<file path="src/rtl/count_wrap_monitor_if.sv">
// Bundle between a free-running counter and its wrap monitor.
// master: the side that produces count and observes the monitor results.
// slave:  the monitor itself.
interface count_wrap_monitor_if #(
    parameter int WIDTH  = 4,
    parameter int WRAP_W = 8
);
    logic [WIDTH-1:0]  count;
    logic              wrap_pulse;
    logic [WRAP_W-1:0] wrap_count;
    logic              stalled;
    logic              jump_err;
    logic [1:0]        state;

    modport master (
        output count,
        input  wrap_pulse,
        input  wrap_count,
        input  stalled,
        input  jump_err,
        input  state
    );

    modport slave (
        input  count,
        output wrap_pulse,
        output wrap_count,
        output stalled,
        output jump_err,
        output state
    );
endinterface

</file>
<file path="src/rtl/count_wrap_monitor.sv">
// Monitor for a free-running WIDTH-bit counter. Every clock the observed
// count is classified against the previous sample, and wraps, stalls and
// illegal jumps are reported on registered outputs.
//
// state | meaning
// ------+-------------------------------------------------------------
// IDLE  | just out of reset; next sample only seeds prev
// TRACK | counter is stepping; consecutive holds are being counted
// STALL | count unchanged for STALL_LIMIT samples; stalled is high
// ERROR | illegal jump seen; everything frozen until reset
module count_wrap_monitor #(
    parameter int WIDTH       = 4,
    parameter int STALL_LIMIT = 8,
    parameter int WRAP_W      = 8
) (
    input  logic              clk,
    input  logic              reset,
    count_wrap_monitor_if.slave bus
);

    typedef enum logic [1:0] {
        IDLE  = 2'b00,
        TRACK = 2'b01,
        STALL = 2'b10,
        ERROR = 2'b11
    } state_t;

    localparam logic [WIDTH-1:0] MAX_VAL   = '1;
    localparam logic [WIDTH-1:0] ZERO_VAL  = '0;
    // STALL_LIMIT is at most 255, so an 8-bit hold counter always suffices.
    localparam logic [7:0]       LIMIT     = 8'(STALL_LIMIT);
    localparam logic [7:0]       LIMIT_M1  = 8'(STALL_LIMIT - 1);

    state_t            state_q, state_d;
    logic [WIDTH-1:0]  prev_q, prev_d;
    logic [7:0]        stall_cnt_q, stall_cnt_d;
    logic [WRAP_W-1:0] wrap_count_q, wrap_count_d;
    logic              wrap_pulse_q, wrap_pulse_d;
    logic              stalled_q, stalled_d;
    logic              jump_err_q, jump_err_d;

    logic [WIDTH-1:0]  count;
    logic              is_step;
    logic              is_wrap;
    logic              is_hold;
    logic              is_restart;

    assign count = bus.count;

    // Classify the current sample against the previous one.
    always_comb begin
        is_step    = (count == WIDTH'(prev_q + 1'b1));
        is_wrap    = (prev_q == MAX_VAL) && (count == ZERO_VAL);
        is_hold    = (count == prev_q);
        // A drop to zero from mid-range is an upstream counter reset, not a wrap.
        is_restart = (count == ZERO_VAL) && (prev_q != MAX_VAL) && (prev_q != ZERO_VAL);
    end

    // State, sample history and all outputs are registered together.
    always_ff @(posedge clk) begin
        if (reset) begin
            state_q      <= IDLE;
            prev_q       <= '0;
            stall_cnt_q  <= '0;
            wrap_count_q <= '0;
            wrap_pulse_q <= 1'b0;
            stalled_q    <= 1'b0;
            jump_err_q   <= 1'b0;
        end else begin
            state_q      <= state_d;
            prev_q       <= prev_d;
            stall_cnt_q  <= stall_cnt_d;
            wrap_count_q <= wrap_count_d;
            wrap_pulse_q <= wrap_pulse_d;
            stalled_q    <= stalled_d;
            jump_err_q   <= jump_err_d;
        end
    end

    // Next-state and next-output decode.
    always_comb begin
        state_d      = state_q;
        prev_d       = prev_q;
        stall_cnt_d  = stall_cnt_q;
        wrap_count_d = wrap_count_q;
        wrap_pulse_d = 1'b0;
        stalled_d    = stalled_q;
        jump_err_d   = jump_err_q;

        case (state_q)
            IDLE: begin
                prev_d      = count;
                stall_cnt_d = '0;
                stalled_d   = 1'b0;
                state_d     = TRACK;
            end

            TRACK, STALL: begin
                prev_d = count;
                if (is_hold) begin
                    if (state_q == STALL) begin
                        // Counter stays parked at the limit while the hold lasts.
                        stalled_d = 1'b1;
                    end else if (stall_cnt_q == LIMIT_M1) begin
                        state_d     = STALL;
                        stalled_d   = 1'b1;
                        stall_cnt_d = LIMIT;
                    end else begin
                        stall_cnt_d = stall_cnt_q + 8'd1;
                    end
                end else if (is_step || is_restart) begin
                    state_d     = TRACK;
                    stalled_d   = 1'b0;
                    stall_cnt_d = '0;
                    if (is_wrap) begin
                        wrap_pulse_d = 1'b1;
                        if (wrap_count_q != {WRAP_W{1'b1}}) begin
                            wrap_count_d = wrap_count_q + 1'b1;
                        end
                    end
                end else begin
                    state_d    = ERROR;
                    stalled_d  = 1'b0;
                    jump_err_d = 1'b1;
                end
            end

            ERROR: begin
                // Absorbing: prev and wrap_count hold, only reset leaves.
                stalled_d  = 1'b0;
                jump_err_d = 1'b1;
            end

            default: begin
                state_d = IDLE;
            end
        endcase
    end

    assign bus.state      = state_q;
    assign bus.wrap_pulse = wrap_pulse_q;
    assign bus.wrap_count = wrap_count_q;
    assign bus.stalled    = stalled_q;
    assign bus.jump_err   = jump_err_q;

endmodule

</file>
<file path="src/flat_wrapper.sv">
// flat-port wrapper written by rule: the top's interface ports become plain ports
module count_wrap_monitor_flat 
#(
    parameter int WIDTH       = 4,
    parameter int STALL_LIMIT = 8,
    parameter int WRAP_W      = 8
)
  (clk, reset, bus_count, bus_wrap_pulse, bus_wrap_count, bus_stalled, bus_jump_err, bus_state);
  count_wrap_monitor_if #(.WIDTH(WIDTH), .WRAP_W(WRAP_W)) bus_i ();
  input  logic clk;
  input  logic reset;
  input wire logic [$bits(bus_i.count)-1:0] bus_count;
  output wire logic [$bits(bus_i.wrap_pulse)-1:0] bus_wrap_pulse;
  output wire logic [$bits(bus_i.wrap_count)-1:0] bus_wrap_count;
  output wire logic [$bits(bus_i.stalled)-1:0] bus_stalled;
  output wire logic [$bits(bus_i.jump_err)-1:0] bus_jump_err;
  output wire logic [$bits(bus_i.state)-1:0] bus_state;
  assign bus_i.count = bus_count;
  assign bus_wrap_pulse = bus_i.wrap_pulse;
  assign bus_wrap_count = bus_i.wrap_count;
  assign bus_stalled = bus_i.stalled;
  assign bus_jump_err = bus_i.jump_err;
  assign bus_state = bus_i.state;
  count_wrap_monitor #(.WIDTH(WIDTH), .STALL_LIMIT(STALL_LIMIT), .WRAP_W(WRAP_W)) u_core (.clk(clk), .reset(reset), .bus(bus_i));
endmodule
</file>
<file path="config.mk">
export PLATFORM = sky130hd
export DESIGN_NAME = count_wrap_monitor_flat
export DESIGN_NICKNAME = d
export VERILOG_FILES = /design/src/rtl/count_wrap_monitor_if.sv /design/src/rtl/count_wrap_monitor.sv /design/src/flat_wrapper.sv
export SDC_FILE = /design/constraint.sdc
export NUM_CORES = 1
export LEC_CHECK = 0
export ABC_AREA = 1
export CAP_MARGIN = 10
export CORE_MARGIN = 2
export CORE_UTILIZATION = 40
export CTS_CLUSTER_DIAMETER = 40
export DETAILED_ROUTE_END_ITERATION = 7
export MAX_ROUTING_LAYER = met4
export SLEW_MARGIN = 25
export SYNTH_ARGS = -nofsm -noshare
export SYNTH_HDL_FRONTEND = slang
export SYNTH_SLANG_ARGS = --single-unit
</file>
<file path="constraint.sdc">
create_clock -name clk -period 2.46 [get_ports clk]
set_input_delay 0.492 -clock clk [delete_from_list [all_inputs] [get_ports clk]]
set_output_delay 0.492 -clock clk [all_outputs]
set_load 0.05 [all_outputs]
</file>
Word level (Yosys, flattened, before mapping):

Index checks and enable logic that the tools add are counted.

* bits in latches: 0
* register bits: 25
* ROM bits: 0
* bits in writable memories: 0
* logic and storage cells: 63
* output and inout bits: 13
* memories: 0

* equality and inequality tests: 15
* add/subtract/negate cells: 3
* shift operators: 0
* $lt $le $gt $ge: 0
* multipliers: 0
* bitwise operators: 3
* reduce and logical (&&, ||, !) cells: 17
* multiplexer cells: 18
* divide/modulo/power cells: 0

Operators by type and width (number)
* 8-bit two-way mux: 4
* 8-bit by 1-bit adder with 8-bit output, second input constant: 2
* 8-bit one-hot mux with 2 select lines: 1
* 3-bit AND reduction: 3
* 4-bit == test: 2
* 8-bit by 3-bit == test with 1-bit output, second input constant: 1
* 2-bit two-way mux: 4
* 4-bit inequality test, second input constant: 2
* 8-bit inequality test, second input constant: 1
* 1-bit two-way mux: 6
* 3-bit inequality test, second input constant: 2
* 5-bit AND reduction: 1
* 4-bit by 1-bit adder with 4-bit output, second input constant: 1
* 2-bit == test, second input constant: 2
* 4-bit == test, second input constant: 1
* 4-bit logical NOT: 1
* 2-bit inequality test, second input constant: 2
* 1-bit one-hot mux with 2 select lines: 2
* 2-bit one-hot mux with 2 select lines: 1
* 2-bit nonzero test: 2
* 4-bit nonzero test: 1
* 2-bit OR reduction: 2
* 4-bit OR reduction: 1
* 1-bit logical AND: 3
* 6 further kinds: 8

Longest topological paths before layout:

* word-level depth: 7
* mapped depth: 13
* depth with buffers taken out: 13

Worst setup path before layout:

No wires, ideal clock.

* kind: reg2reg
* start: register u_core.state_q[0], in the netlist u_core.bus.state[0]
* end: register u_core.state_q[0], in the netlist u_core.bus.state[0]
* slack: 0.449 ns
* arrival time: 1.879 ns
* path buffers: 0
* data required time: 2.328 ns
* stages on the path, launching flop included: 11
* library setup time: 0.132 ns
* path through: dfxtp_1 -> inv_1 -> ha_1 -> inv_1 -> nor2_4 -> inv_2 -> nor2_4 -> nor2_1 -> nor2_1 -> nor2_1 -> nor2_1

* word-level cells in the longest chain between the ends: 4
* elaborated cells on any way between the ends: 9
* classes of those cells: eq/ne (4); mux (1); reduce/logical (4)

RTL lines
* from (decl): RTL line count_wrap_monitor.sv:34 `state_t state_q, state_d;`
* from (signal assigned): RTL line count_wrap_monitor.sv:70 `state_q <= state_d;`
* 2-bit by 1-bit == test with 1-bit output or 2-bit == test (tied branches): RTL line count_wrap_monitor.sv:90, count_wrap_monitor.sv:101
* 2-bit OR reduction: RTL line count_wrap_monitor.sv:90 `case (state_q)`
* 3-bit inequality test (no source line) or 2-bit nonzero test (tied branches)
* 3-bit AND reduction (no source line)

Parallel ways exist; a longest one is shown, timed or not.
A chain may end at the register's enable or synchronous reset.

Final worst setup path:

* start: register u_core.state_q[1], in the netlist u_core.bus.state[1]
* end: output bus_state[1]

RTL lines
* to (decl): RTL line flat_wrapper.sv:17 `output wire logic [$bits(bus_i.state)-1:0] bus_state;`

No word-level cell between the ends.

==> results.toml <==
[drt]
vias_per_cell = 4.796
ant_nets = 0
wl_per_cell_um = 11.03
first_pass_iters = 4
routed_wl_um = 3562
first_iter_violations = 98
vias = 1549
drc = 0

[timing]
setup_viol = 0
period_minus_slack_ps = 2081
tns_ps = 0
worst_slew_pin_slew_ps = 499.3
slew_headroom_pct = 66.61
max_freq_ghz = 0.4806
finalCritPeriodShare_pct = 84.58
hold_viol = 0
fin_skew_ps = 3.837
slew_violations = 0
grt_setup_unrepaired = "false"

[die]
start_util_pct = 41.32
core-area_um2 = 4000
die_w_um = 68.28
rows = 23
num_io_pins = 19
die-area_um2 = 4662
die_h_um = 68.28

[clock_tree]
cts_tree = "yes"
clock-sinks = 25
h-tree-depth = 1
clock_latency_ps = 270
cts_made_buffers = 3
clk_pin_slew_ps = 90
post_cts_hold_buffer_count = 0
post_cts_buffers = 0
clk_path_buf_depth = 2
root_buffer = "clkbuf_8"
cts_resized = 0

[logic_synthesis]
yosysWarnings = 0
yosysTopAreaCell = "dfxtp_1"
synth_compound_area_share_pct = 9.917
yosysUniqueCellTypes = 28
synth_cells = 252
syn-cell-area_um2 = 1653
muxShareOfSynthArea_pct = 0
yosys.area_share.simple_pct = 41.48
yosysTopAreaCellShare_pct = 30.28
synth_seq_cells = 25
syn_avg_cell_area_um2 = 6.559
synth_nets = 267
synthTopCellsByArea = "dfxtp_1 30%, nand2_1 13%, inv_1 8.4%"
synth-seq-area-share_pct = 30.28
synthAdderAreaFrac_pct = 6.813
yosys.area_share.xor_xnor_pct = 1.060
synth_top_family_by_area = "simple AND/OR/NAND/NOR gates"

[final_layout]
drive_above_1_share_pct = 11.36
antenna_cells = 0
finalNonFillerCells = 323
multiInputGateArea_um2 = 979.7
fillers = 404
regArea_um2 = 500.5
syn_to_final_growth_pct = 17.41
final_net_count = 289

[place]
routabilityCongestion = 0.8328
dp_hpwl_um = 2775
dp.cells = 319
io_buffers = 18

[setup_path]
crit_buf_inv = 1
crit_family = "buffers and inverters"
crit_arrival_ps = 1590
crit_chain = "clkdlybuf4s50_1"
endpoint_kind = "output pin"
cp-start-kind = "register"
critical_path_required_ps = 1970
crit_slowest_cell = "clkdlybuf4s50_1"
setup.worst_path.class = "reg -> out"
slowest_delay_ps = 850
crit_fanout = 7

[grt]
grt_pass1_vias = 1449
antenna_found_initial = 0
grt.total_usage_pct = 18.22
grt_start_max_net_pins = 16
grt-ovfl-total = 0
grt_pass1_wl_um = 6361

[power]
total_power_mw = 1.404
p_leak_nw = 0.8557
ir_worst_vdd_v = 0.0003524
pwr_density_cell_nw_per_um2 = 723.5

[run_status]
status = "finished clean"

[flow_run]
maxCapViolations = 0

[min_path]
hold_class = "reg -> reg"
## final cells by class
cell class | count | area share (%)
Timing Repair Buffer | 19 | 9.671
Clock inverter | 1 | 0.2579
Tap cell | 50 | 3.224
Inverter | 43 | 8.446
Sequential cell | 25 | 25.79
Multi-Input combinational cell | 182 | 50.48
Clock buffer | 3 | 2.128
## kinds of logic after synthesis
logic type	after synthesis
xor+xnor	2
buf+inv	45
fa+ha+maj	9
flops	25
simple gates	143
compound gates	28
## metrics by stage
step,setup slack [ps],util [%],cell area (µm²),hold WS [ps]
2_1_floorplan,448.9,-,1653,461.6
3_3_place_gp,243.5,47.36,1894,442.7
3_5_place_dp,243.1,47.36,1894,444.1
4_1_cts,358.2,48.51,1941,459.1
5_1_grt,300.9,48.51,1941,479.0
6_report,379.4,48.51,1941,453.7
## flip-flops by register name, indices dropped and copies added, names as in the netlist
signal,cells
u_core.bus.jump_err,1
u_core.bus.stalled,1
u_core.bus.state,2
u_core.bus.wrap_count,8
u_core.bus.wrap_pulse,1
u_core.prev_q,4
u_core.stall_cnt_q,8
## path summary, 6_finish.rpt
check,start,endpoint,depth (start not counted),slack [ps]
worst max-delay path,u_core.bus.state[1],bus_state[1],1,380
worst min-delay path,u_core.bus.jump_err,u_core.bus.jump_err,2,450
worst max register to register,u_core.prev_q[0],u_core.bus.wrap_count[6],11,590
worst min register to register,u_core.bus.jump_err,u_core.bus.jump_err,2,450
## report_power, final
| part | switching, mW | internal, mW |
|---|---|---|
| registers | 0.0616 | 0.464 |
| logic | 0.410 | 0.216 |
| clock network | 0.139 | 0.113 |
## Yosys cell counts (all sizes together)
cell / number
a21oi: 13
buf: 1
clkbuf: 1
dfxtp: 25
ha: 9
inv: 43
nand2: 66
nand3: 22
nand3b: 2
nand4: 7
nor2: 40
nor3: 4
nor3b: 1
nor4: 1
o21ai: 12
o21bai: 2
o311ai: 1
xor2: 2
## tightest hold or removal path: stages (launching register included)
cell	delay, ps
dfxtp_1	320
inv_1	50
a21oi_1	50
## cell usage in the layout, fill, tap and decap left out
cell type	instances
nand4_4	1
nor3_1	4
inv_1	37
nor2_2	3
inv_2	5
nor2_1	34
clkbuf_8	3
nand3b_1	2
nor4_1	1
a21oi_1	9
nand3_1	21
nand2_4	3
nand2_2	5
a21oi_2	4
nor3b_1	1
clkinv_2	1
xor2_1	2
buf_4	1
o21ai_1	2
ha_1	9
o21bai_1	2
nand2_1	58
o21ai_0	10
inv_4	1
clkdlybuf4s50_1	18
nand4_1	6
o311ai_0	1
dfxtp_1	25
nor2_4	3
nand3_2	1
## per-layer routing
metal	GRT usage (%)	part of all wire, %
met5	-	0
met4	6.250	0.95
met3	2.303	3.3
met2	28.52	44
met1	24.20	52
(Power assumes the default switching activity.)
